## config.mk

```make
export PLATFORM = sky130hd
export DESIGN_NAME = lsu_sram_master
export DESIGN_NICKNAME = d
export VERILOG_FILES = /design/src/rtl/lsu_sram_master.sv
export SDC_FILE = /design/constraint.sdc
export NUM_CORES = 1
export LEC_CHECK = 0
export CORE_ASPECT_RATIO = 1.5
export CORE_MARGIN = 4
export CORE_UTILIZATION = 34
export DETAILED_ROUTE_END_ITERATION = 10
export MAX_ROUTING_LAYER = met4
export PLACE_DENSITY = 0.9
export SYNTH_ARGS = -nofsm -noshare
export SYNTH_HDL_FRONTEND = slang
export SYNTH_SLANG_ARGS = --single-unit
```

## constraint.sdc

```tcl
create_clock -name clk -period 2.15 [get_ports clk]
set_input_delay 0.3225 -clock clk [delete_from_list [all_inputs] [get_ports clk]]
set_output_delay 0.3225 -clock clk [all_outputs]
set_load 0.02 [all_outputs]
```

## src/rtl/lsu_sram_master.sv

```systemverilog
// lsu_sram_master: RV32 load/store to SRAM_wrapper bridge with valid/ready request and response.
// Define LSU_MISALIGN_TRAP_EN to report misaligned accesses as errors instead of force-aligning them.
module lsu_sram_master #(
    parameter int ADDR_W = 14
) (
    input  logic              clk,
    input  logic              rst,
    input  logic              req_valid,
    output logic              req_ready,
    input  logic              req_we,
    input  logic [2:0]        req_funct3,
    input  logic [31:0]       req_addr,
    input  logic [31:0]       req_wdata,
    output logic              resp_valid,
    input  logic              resp_ready,
    output logic [31:0]       resp_rdata,
    output logic              resp_err,
    output logic              sram_ceb,
    output logic              sram_web,
    output logic [31:0]       sram_bweb,
    output logic [ADDR_W-1:0] sram_a,
    output logic [31:0]       sram_di,
    input  logic [31:0]       sram_do
);
    typedef enum logic [1:0] {IDLE, RESP, HOLD} state_t;
    state_t      state;
    logic [2:0]  r_f3;
    logic [1:0]  r_off;
    logic        r_err;
    logic        r_we;
    logic [31:0] h_rdata;
    logic        h_err;
    logic        legal;
    logic        err;
    logic        acc;
    logic        act;
    logic        wr;
    logic [1:0]  off;
    logic [31:0] sh;
    logic [31:0] fmt;
    logic        unused;
    assign unused = ^req_addr[31:ADDR_W+2];
    assign legal = req_we ? (req_funct3 inside {3'd0, 3'd1, 3'd2})
                          : (req_funct3 inside {3'd0, 3'd1, 3'd2, 3'd4, 3'd5});
`ifdef LSU_MISALIGN_TRAP_EN
    logic mis;
    assign mis = (req_funct3[1:0] == 2'd1 && req_addr[0]) || (req_funct3[1:0] == 2'd2 && req_addr[1:0] != 2'd0);
    assign err = !legal || mis;
`else
    assign err = !legal;
`endif
    // byte offset within the word, force-aligned to the access size
    assign off = req_funct3[1:0] == 2'd0 ? req_addr[1:0] :
                 req_funct3[1:0] == 2'd1 ? {req_addr[1], 1'b0} : 2'd0;
    assign req_ready = !rst && (state == IDLE || (state == RESP && resp_ready));
    assign acc = req_valid && req_ready;
    assign act = acc && !err;
    assign wr = act && req_we;
    assign sram_ceb = !act;
    assign sram_web = !wr;
    assign sram_a = act ? req_addr[ADDR_W+1:2] : '0;
    assign sram_bweb = wr ? ~(req_funct3[1:0] == 2'd0 ? 32'h0000_00FF << {off, 3'b000} :
                              req_funct3[1:0] == 2'd1 ? 32'h0000_FFFF << {off, 3'b000} : 32'hFFFF_FFFF)
                          : 32'hFFFF_FFFF;
    assign sram_di = !wr ? 32'h0 :
                     req_funct3[1:0] == 2'd0 ? {4{req_wdata[7:0]}} :
                     req_funct3[1:0] == 2'd1 ? {2{req_wdata[15:0]}} : req_wdata;
    assign sh = sram_do >> {r_off, 3'b000};
    assign fmt = (r_we || r_err) ? 32'h0 :
                 r_f3 == 3'b000 ? {{24{sh[7]}}, sh[7:0]} :
                 r_f3 == 3'b001 ? {{16{sh[15]}}, sh[15:0]} :
                 r_f3 == 3'b100 ? {24'h0, sh[7:0]} :
                 r_f3 == 3'b101 ? {16'h0, sh[15:0]} : sh;
    assign resp_valid = state != IDLE;
    assign resp_rdata = state == RESP ? fmt : state == HOLD ? h_rdata : 32'h0;
    assign resp_err = state == RESP ? r_err : state == HOLD ? h_err : 1'b0;
    always_ff @(posedge clk) begin
        if (rst) begin
            state   <= IDLE;
            r_f3    <= 3'd0;
            r_off   <= 2'd0;
            r_err   <= 1'b0;
            r_we    <= 1'b0;
            h_rdata <= 32'h0;
            h_err   <= 1'b0;
        end else begin
            if (acc) begin
                r_f3  <= req_funct3;
                r_off <= off;
                r_err <= err;
                r_we  <= req_we;
            end
            // DO is only valid in the cycle after the read, so a stalled response is latched
            if (state == RESP && !resp_ready) begin
                h_rdata <= fmt;
                h_err   <= r_err;
            end
            state <= acc ? RESP :
                     (state == RESP || state == HOLD) && !resp_ready ? HOLD : IDLE;
        end
    end
endmodule

```

After elaboration in Yosys (flattened, before gate mapping)
Cells that the tools add are included.
{ "classes": {"n_eq_ne": 10, "shifts": 3, "n_mux": 21, "bitwise_logic": 1, "n_reduce_logical": 23} }
{ "ops": {"columns": ["cell", "n"], "rows": [
  ["$mux W32", 13],
  ["$not A32 Y32", 1],
  ["$shl A16 B5 Y32 const A", 1],
  ["$shl A8 B5 Y32 const A", 1],
  ["$shr A32 B5 Y32", 1],
  ["$mux W14", 1],
  ["$eq A3 B3 Y1 const B", 4],
  ["$logic_and A1 B1 Y1", 7],
  ["$eq A3 B1 Y1 const B", 2],
  ["$logic_not A3 Y1", 2],
  ["$mux W2", 3],
  ["$logic_not A1 Y1", 5],
  ["$reduce_bool A5 Y1", 1],
  ["$eq A2 B1 Y1 const B", 2],
  ["$logic_not A2 Y1", 2],
  ["$mux W1", 4],
  ["$eq A3 B2 Y1 const B", 1],
  ["$logic_or A1 B1 Y1", 3],
  ["$reduce_bool A3 Y1", 1],
  ["$eq A2 B2 Y1 const B", 1],
  ["$reduce_bool A2 Y1", 1],
  ["$reduce_or A2 Y1", 1]
]} }
{ "totals": {"ff_bits": 42, "output_inout_bits": 115, "wordCells": 66} }

Logic depth before layout (Yosys ltp)
Gate-level depths: netlist of run 1.
{ "logic_depth": {"depth_word": 8, "mapped_depth": 8, "mapped_depth_nobuf": 7} }

Worst setup path before layout of run 1
OpenSTA, ideal clock, no wires.
{ "synth_path": {"path_kind": "register to output", "start": "register state[1]", "end": "output sram_bweb[10]", "t_arrival_ns": 2.226, "t_required_ns": 1.827, "path_slack_ns": -0.399, "path_stages_with_launch": 9, "n_path_buf": 2, "cell_sequence": "dfxtp_1 > inv_1 > ha_1 > a21oi_1 > nor3b_2 > and3_1 > clkbuf_1 > o21ai_0 > buf_4"} }
{ "synth_via": {"elab_chain_cells": 8} }
{ "synth_lines": {"columns": ["item", "line", "text"], "rows": [
  ["start: declaration", "26", "state_t state;"],
  ["start signal: assignment", "98", "state <= acc ? RESP :"],
  ["$eq A2 B1 Y1", "55", "assign req_ready = !rst && (state == IDLE || (state == RESP && resp_ready));"],
  ["$logic_and A1 B1 Y1", "55", null],
  ["$logic_or A1 B1 Y1 (*)", "55", null],
  ["$logic_and A1 B1 Y1 (*)", "55", null],
  ["$logic_and A1 B1 Y1 (*)", "56", "assign acc = req_valid && req_ready;"],
  ["$logic_and A1 B1 Y1 (*)", "57", "assign act = acc && !err;"],
  ["$logic_and A1 B1 Y1 (*)", "58", "assign wr = act && req_we;"],
  ["$mux W32 (*)", "62", "assign sram_bweb = wr ? ~(req_funct3[1:0] == 2'd0 ? 32'h0000_00FF << {off, 3'b000} :"],
  ["end: declaration", "20", "output logic [31:0] sram_bweb,"]
]} }
Every way passes the cells marked *; elsewhere a longest branch is shown, timed or not.

Worst setup path in the final report of run 1
{ "layout_path": {"start": "register r_off[0]", "end": "output resp_rdata[10]"} }
{ "layout_via": {"elab_chain_cells": 7} }
{ "layout_lines": {"columns": ["item", "line", "text"], "rows": [
  ["start: declaration", "28", "logic [1:0] r_off;"],
  ["start signal: assignment", "81", "r_off <= 2'd0;"],
  ["start signal: assignment", "89", "r_off <= off;"],
  ["$shr A32 B5 Y32 (*)", "68", "assign sh = sram_do >> {r_off, 3'b000};"],
  ["$mux W32", "73", "r_f3 == 3'b101 ? {16'h0, sh[15:0]} : sh;"],
  ["$mux W32", "72", "r_f3 == 3'b100 ? {24'h0, sh[7:0]} :"],
  ["$mux W32", "71", "r_f3 == 3'b001 ? {{16{sh[15]}}, sh[15:0]} :"],
  ["$mux W32 (*)", "70", "r_f3 == 3'b000 ? {{24{sh[7]}}, sh[7:0]} :"],
  ["$mux W32 (*)", "69", "assign fmt = (r_we || r_err) ? 32'h0 :"],
  ["$mux W32 (*)", "75", "assign resp_rdata = state == RESP ? fmt : state == HOLD ? h_rdata : 32'h0;"],
  ["end: declaration", "16", "output logic [31:0] resp_rdata,"]
]} }
Marked as above.

==> results by group, run 1 <==
Power
  – Tot Pwr: between 2 and 3 mW
  – Power share of the clock group: roughly 30%
  – Sw Pwr: roughly 950 uW
  – Leakage power of the design: about 2.9 nW
  – Cell internal power dissipation: ~2.0 mW
  – PD cells: 419 nW/um2
  – Sw Ratio: 32.7%
  – Sequential share of power: roughly 29%
  – Worst ir drop on vdd: between 0.2 and 0.3 mV
  – Combinational fraction of design power: about two fifths

Job
  – Max-capacitance violation count: 0

Yosys
  – Top FF cell, synth: dfxtp_1
  – Combined area of all synthesized cells: 3510 um2
  – YS warnings: 0
  – Fraction of post-synthesis cell area in the top cell type by area: about a quarter
  – Sequential fraction of the synthesis area: a little under a quarter
  – Proportion of synthesized flip-flops having asynchronous set or reset: 0%
  – Distinct cell type count after synthesis: between 40 and 50
  – Synthesized net count: 568
  – Cell accounting for the most synthesized area: dfxtp_1
  – EDFF count, synth: 0
  – Most common cell in the synthesized netlist: mux2i_1
  – Flip-flop and latch count after synthesis: 42
  – Synth top area cells: dfxtp_1, mux2i_1, a22o_1, buf_4, a21oi_1
  – Number of standard cells after synthesis: about 460
  – Top cells by instance count after synthesis: mux2i_1, a21oi_1, dfxtp_1
  – Average instance area after synthesis: about 7.6 um2

Timing
  – Time the final worst path needs with I/O delays and setup: approximately 2.3 ns
  – Final worst setup slack: -0.184 ns
  – Hold violation total from the final report: 0
  – RSZ-0062 raised after global routing: yes
  – Worst-Margin Slew: 0.457 ns
  – Achievable clock frequency: about 430 MHz
  – Clock Skew: just over 0.007 ns
  – Worst relative slew slack: 69.2%
  – Total negative setup slack: -7.89 ns
  – Final max-slew violation count: 0
  – Hold_ws: just under 0.5 ns
  – Total setup violations reported at the end of the flow: 86
  – Share of the clock period used by the worst path after layout: 109%

Finish
  – Fraction of final layout cells with drive strength greater than 1: between 40 and 50%
  – Area growth from synthesis to layout: 97.5%
  – Diodes inserted: 0
  – Number of nets in the finished design: between 800 and 900
  – Finished Layout Cells: roughly 820
  – Layout Utilization: roughly 68%

Global route
  – Pin count of the biggest net entering global routing: 26
  – Total track usage: a little under a quarter
  – Residual overflow from global routing: 0
  – Number of global-route vias before repair: between 4,000 and 5,000
  – Antenna violations before repair: 0
  – First-pass GRT wire length: roughly 23,000 um

Worst setup path
  – Data required time of the critical path: around 1.8 ns
  – Start-to-end type of the worst setup path: flop to output port
  – CP Cell Sequence: mux4_2, buf_6, a21boi_4, nor2_4, a22o_1, buf_2
  – Slowest cell on the critical path: mux4_2
  – Worst path top cell family by delay: multiplexers
  – Critical path peak fanout: 6
  – WP data arrival: ~2 ns
  – R2R Setup Slk: between 0.15 and 0.2 ns
  – Element type at the critical path end: output port
  – Count of buffering cells on the critical path with inverters included: 2
  – Maximum cell stage delay along the critical path: about 0.6 ns
  – Setup crit start kind: flop

Floorplanning
  – Core ar.: 10,100 um2
  – Starting density of the core: between 30% and 40%
  – Overall die height: about 130 um
  – X dimension of the die: 91 um
  – Overall die area: between 10,000 and 15,000 um2
  – Number of top-level design ports: around 220
  – Std-Cell Rows: 45

Drt
  – Detailed-route vias per instance: between 5 and 6
  – DRC violation count after routing: 0
  – Vias: approximately 4,700
  – TritonRoute pass-1 iters: 5
  – Drt total wl: ~17,000 um
  – Number of nets still failing antenna checks after routing: 0
  – 1st-iter DRT viols: 164
  – Avg WL per Cell: slightly above 20 um

CTS
  – TritonCTS buffer count: 5
  – Source-to-sink clock delay at the later pin of the worst-skew pair: ~0.29 ns
  – Maximum buffer depth of the clock tree: 2
  – Clock tree from TritonCTS: yes
  – Clock-pin transition on the worst setup and hold timing paths: roughly 0.060 ns
  – Post-cts hold buffer count: 0
  – Sink Count: 42
  – CTS HTree Levels: 2
  – Root Buffer Master: clkbuf_16

Status
  – Outcome: finished, violations left
  – Violated checks: setup timing

Placement
  – Count of placed standard cells including taps: around 800
  – HPWL Detailed: roughly 12,000 um
  – Number of port buffers: about 200
  – RD Place Congestion: roughly 0.95

Hold path
  – Worst min path class: flop to flop
-- per-stage QoR --
stage          setup slack [ns]  instance area [um2]
3_5_place_dp             -0.706                 6000
3_3_place_gp             -0.688                 6000
6_report                 -0.184                 6940
4_1_cts                  -0.227                 6100
5_1_grt                  -0.220                 6940
2_1_floorplan           -0.0579                 3560
-- power groups by stage --
stage / sequential (mW) / clock, mW / combinational, mW
floorplan: 0.842 / 0 / 0.492
global placement: 0.849 / 0 / 1.00
detailed placement: 0.850 / 0 / 1.01
CTS: 0.833 / 0.870 / 1.05
global route: 0.837 / 0.903 / 1.28
finish: 0.836 / 0.857 / 1.21
-- metal layers --
layer	global-route usage (%)	vias to the layer above	share of wire (%)
li1	-	2106	-
met1	23.2	2209	35
met4	14.8	0	5.7
met3	3.64	67	6.9
met5	-	-	0
met2	43.7	270	53
-- repair_timing --
| action | CTS | global route |
|---|---|---|
| setup endpoints to repair | 113 | 112 |
| gates resized for setup | 559 | 227 |
| cloned | 1 | 3 |
| pin swaps | 20 | 22 |
| hold endpoints to repair | 0 | 0 |
| buffers inserted | 6 | 9 |
-- final timing paths --
kind,startpoint,to,cells after the start
worst max-delay path,r_off[0],resp_rdata[10],6
worst min-delay path,h_rdata[18],h_rdata[18],1
worst max register to register,state[1],h_rdata[19],9
worst min register to register,h_rdata[18],h_rdata[18],1
-- flip-flops by register name, summed over array words and instances, names as in the netlist --
signal,cells
r_err,1
h_rdata,32
r_f3,3
r_we,1
h_err,1
state,2
r_off,2
-- worst reg2reg max path, cell delays in order, from the launching register on --
cell      delay (ns)
dfxtp_2         0.34
inv_4           0.07
ha_4            0.15
buf_4           0.13
buf_4           0.22
nor2b_1         0.28
nand3b_1        0.24
nor2_1          0.16
buf_4           0.18
a22o_1          0.15
-- cells in the final DEF, fill, tap and decap left out, types with 9 or more instances in the layout --
cell	Yosys	routed
a21oi_1	42	20
a21oi_2	0	12
a21oi_4	0	10
a22o_1	29	29
and2_1	24	14
and2_4	1	11
buf_4	29	93
buf_6	3	92
clkdlybuf4s50_1	0	82
dfxtp_1	42	39
dlygate4sd2_1	0	9
mux2i_1	45	36
nand2_1	35	35
nand3_1	19	14
nor2_1	41	23
nor2_4	0	17
o21ai_0	23	20
-- area by class of cell --
cell class                 instances  area (um2)
clock inverter                     3        40.0
timing repair inverter             2        27.5
inverter                           8        58.8
timing repair buffer             299        2910
fill                             752        3190
sequential                        42         847
tap                              117         146
clock buffer                       5         125
multi-input combinational        345        2790
-- cell families (layout without fill, tap and decap cells) --
family / Yosys count / count (layout) / share of synthesized area (%)
and+or+nand+nor: 156 / 157 / 23.0
AOI/OAI and AO/OA: 138 / 139 / 26.5
buffers and inverters: 76 / 317 / 12.0
muxes: 46 / 46 / 13.5
DFF: 42 / 42 / 23.9
adders and majority gates: 3 / 3 / 1.07
No activity file was read; power rests on OpenSTA's default activity.
==> inputs of run 2 (changes only) <==
Settings changed: CORE_ASPECT_RATIO 1.5 to not set, CORE_UTILIZATION 34 to 35, PLACE_DENSITY 0.9 to 0.89.
Clock period 2.15 ns to 2.75 ns, I/O delays scaled along.
==> run 2 against run 1 <==
Net effect: the flow now finishes without violations; highest routed layer unchanged; flip-flop and latch count is the same; hold slack worse by 0.0047 ns; clock skew is 0.0026 ns lower; critical path depth is the same; die area down 2.9%; sequential share of layout area increased by 2.5 points; sequential power decreased by 22%; global-route usage shrank 1.8 points; combinational power decreased by 40%; clock power decreased by 50%.
==> results by group, run 2 (synthesis gave the netlist of run 1 again) <==
Status
  – Outcome: finished clean (was finished, violations left)

Global route
  – Pin count of the biggest net entering global routing: 30 (was 26)
  – First-pass GRT wire length: 20,300 um (was 22,800 um)
  – Antenna violations before repair: 0 (unchanged)
  – Total track usage: 22.1% (was 23.9%)
  – Number of global-route vias before repair: 4,018 (was 4,680)
  – Residual overflow from global routing: 0 (unchanged)

Finish
  – Flip-flop count of the largest register after layout: 32 (unchanged)
  – Regs by FF count: h_rdata x32, r_f3 x3 (unchanged)
  – Top library cells by usage in the layout, fill and taps aside: clkdlybuf4s50_1, dlygate4sd2_1, buf_4 (was buf_4, buf_6, clkdlybuf4s50_1)
  – Most common cell after layout, fill and taps aside: clkdlybuf4s50_1 (was buf_4)
  – Fraction of final layout cells with drive strength greater than 1: 15.2% (was 45.3%)
  – Area growth from synthesis to layout: 62.9% (was 97.5%)
  – Largest Register: h_rdata (unchanged)
  – Diodes inserted: 0 (unchanged)
  – Number of nets in the finished design: 757 (was 810)

Floorplanning
  – X dimension of the die: 108 um (was 91 um)
  – Number of top-level design ports: 219 (unchanged)
  – Core ar.: 9770 um2 (was 10,100 um2)
  – Overall die height: 108 um (was 133 um)
  – Overall die area: 11,700 um2 (was 12,100 um2)
  – Starting density of the core: 35.9% (was 34.7%)
  – Std-Cell Rows: 36 (was 45)

CTS
  – Maximum buffer depth of the clock tree: 2 (unchanged)
  – Sink Count: 42 (unchanged)
  – TritonCTS buffer count: 5 (unchanged)
  – CTS HTree Levels: 2 (unchanged)
  – Root Buffer Master: clkbuf_8 (was clkbuf_16)
  – Clock-pin transition on the worst setup and hold timing paths: 0.08 ns (was 0.06 ns)
  – Post-cts hold buffer count: 0 (unchanged)
  – Clock tree from TritonCTS: yes (unchanged)
  – Source-to-sink clock delay at the later pin of the worst-skew pair: 0.30 ns (was 0.29 ns)

Power
  – Sw Pwr: 623 uW (was 949 uW)
  – Worst ir drop on vdd: 0.175 mV (was 0.273 mV)
  – Sequential share of power: 36.0% (was 28.7%)
  – Power share of the clock group: 23.7% (was 29.5%)
  – Cell internal power dissipation: 1.19 mW (was 1.96 mW)
  – Leakage power of the design: 2.62 nW (was 2.89 nW)
  – PD cells: 316 nW/um2 (was 419 nW/um2)
  – Combinational fraction of design power: 40.2% (was 41.8%)
  – Tot Pwr: 1.81 mW (was 2.91 mW)
  – Sw Ratio: 34.5% (was 32.7%)

Timing
  – Clock Skew: 0.00445 ns (was 0.00704 ns)
  – Share of the clock period used by the worst path after layout: between 90 and 100%
  – Worst-Margin Slew: 0.677 ns (was 0.457 ns)
  – RSZ-0062 raised after global routing: yes (unchanged)
  – Achievable clock frequency: between 300 and 400 MHz
  – Final worst setup slack: 0.0774 ns (was -0.184 ns)
  – Time the final worst path needs with I/O delays and setup: approximately 2.7 ns
  – Total setup violations reported at the end of the flow: 0 (was 86)
  – Final max-slew violation count: 0 (unchanged)
  – Hold violation total from the final report: 0 (unchanged)
  – Worst relative slew slack: 54.7% (was 69.2%)
  – Total negative setup slack: 0 ns (was -7.89 ns)

Worst setup path
  – Data required time of the critical path: 2.34 ns (was 1.83 ns)
  – Element type at the critical path end: output port (unchanged)
  – Critical path peak fanout: 8 (was 6)
  – Setup crit start kind: flop (unchanged)
  – Start-to-end type of the worst setup path: flop to output port (unchanged)
  – WP data arrival: 2.26 ns (was 2.01 ns)

Placement
  – Placement Setup Slack: -0.307 ns (was -0.706 ns)
  – Number of port buffers: 202 (unchanged)
  – RD Place Congestion: 0.962 (was 0.951)
  – HPWL Detailed: 10,600 um (was 11,600 um)

Drt
  – DRC violation count after routing: 0 (unchanged)
  – Number of nets still failing antenna checks after routing: 0 (unchanged)
  – Drt total wl: 13,500 um (was 16,600 um)
  – Avg WL per Cell: 17.2 um (was 20.2 um)
  – 1st-iter DRT viols: 352 (was 164)
  – Detailed-route vias per instance: 5.33 (was 5.67)
  – Vias: 4,178 (was 4,652)
  – TritonRoute pass-1 iters: 5 (unchanged)

Job
  – Max-capacitance violation count: 0 (unchanged)

Hold path
  – Worst min path class: flop to flop (unchanged)
## run 2: cell types whose count changed in the layout (fill, tap and decap cells not counted), sizes merged
cell / delta
bufinv: -1
buf: -153
clkdlybuf4s15: +16
inv: -1
o21a: -1
clkinv: -2
clkbuf: +14
dlymetal6s2s: +7
clkdlybuf4s50: +7
or4: -1
dlygate4sd2: +62
## run 2: layer usage
| layer | routed length (um) | vias to the layer above | part of all wire, % | GRT usage [%] |
|---|---|---|---|---|
| li1 | - | 1994 | - | - |
| met1 | 5430 | 1963 | 40 | 27.7 |
| met2 | 6880 | 202 | 51 | 37.8 |
| met3 | 987 | 19 | 7.3 | 3.34 |
| met4 | 187 | 0 | 1.4 | 4.87 |
| met5 | 0 | - | 0 | - |
## run 2: worst paths after layout
path | start | end | slack [ns] | cells past startpoint
max | r_off[0] | resp_rdata[18] | 0.08 | 6
min | h_rdata[14] | h_rdata[14] | 0.48 | 2
max reg2reg | state[1] | h_rdata[25] | 0.31 | 9
min reg2reg | h_rdata[14] | h_rdata[14] | 0.48 | 2
## run 2: per-stage QoR
step           utilization (%)  cells  instance area, um2  hold slack [ns]
6_report                  58.5    784                5720            0.475
5_1_grt                   58.5    784                5720            0.493
4_1_cts                   58.2    782                5690            0.469
3_5_place_dp              57.8    770                5650            0.451
3_3_place_gp              57.8    770                5650            0.437
2_1_floorplan                -    461                3510            0.425
## run 2: critical path: stages, from the launching register on
cell and delay, ns:
dfxtp_1 0.42, mux4_2 0.58, buf_4 0.17, nor4_4 0.30, nor2_4 0.12, a22o_1 0.21
clkbuf_2 0.16
## run 2: repair_timing
action,4_1_cts,5_1_grt
buffers inserted,4,2
pin swaps,2,4
endpoints found under the setup margin,105,61
gates resized for setup,120,63
cloned,0,0
## run 2: cell type report
type | instances | area, um2
fill | 896 | 4050
multi-input combinational | 343 | 2320
timing repair buffer | 250 | 2270
sequential | 42 | 841
tap | 133 | 166
clock buffer | 7 | 86.3
inverter | 8 | 32.5
clock inverter | 1 | 5.00
## run 2: power groups by stage
| stage | combinational, mW | clock [mW] | sequential [mW] |
|---|---|---|---|
| after floorplan | 0.380 | 0 | 0.658 |
| after global placement | 0.717 | 0 | 0.662 |
| after detailed placement | 0.731 | 0 | 0.664 |
| after CTS | 0.713 | 0.428 | 0.651 |
| after global routing | 0.778 | 0.451 | 0.655 |
| final | 0.728 | 0.429 | 0.652 |
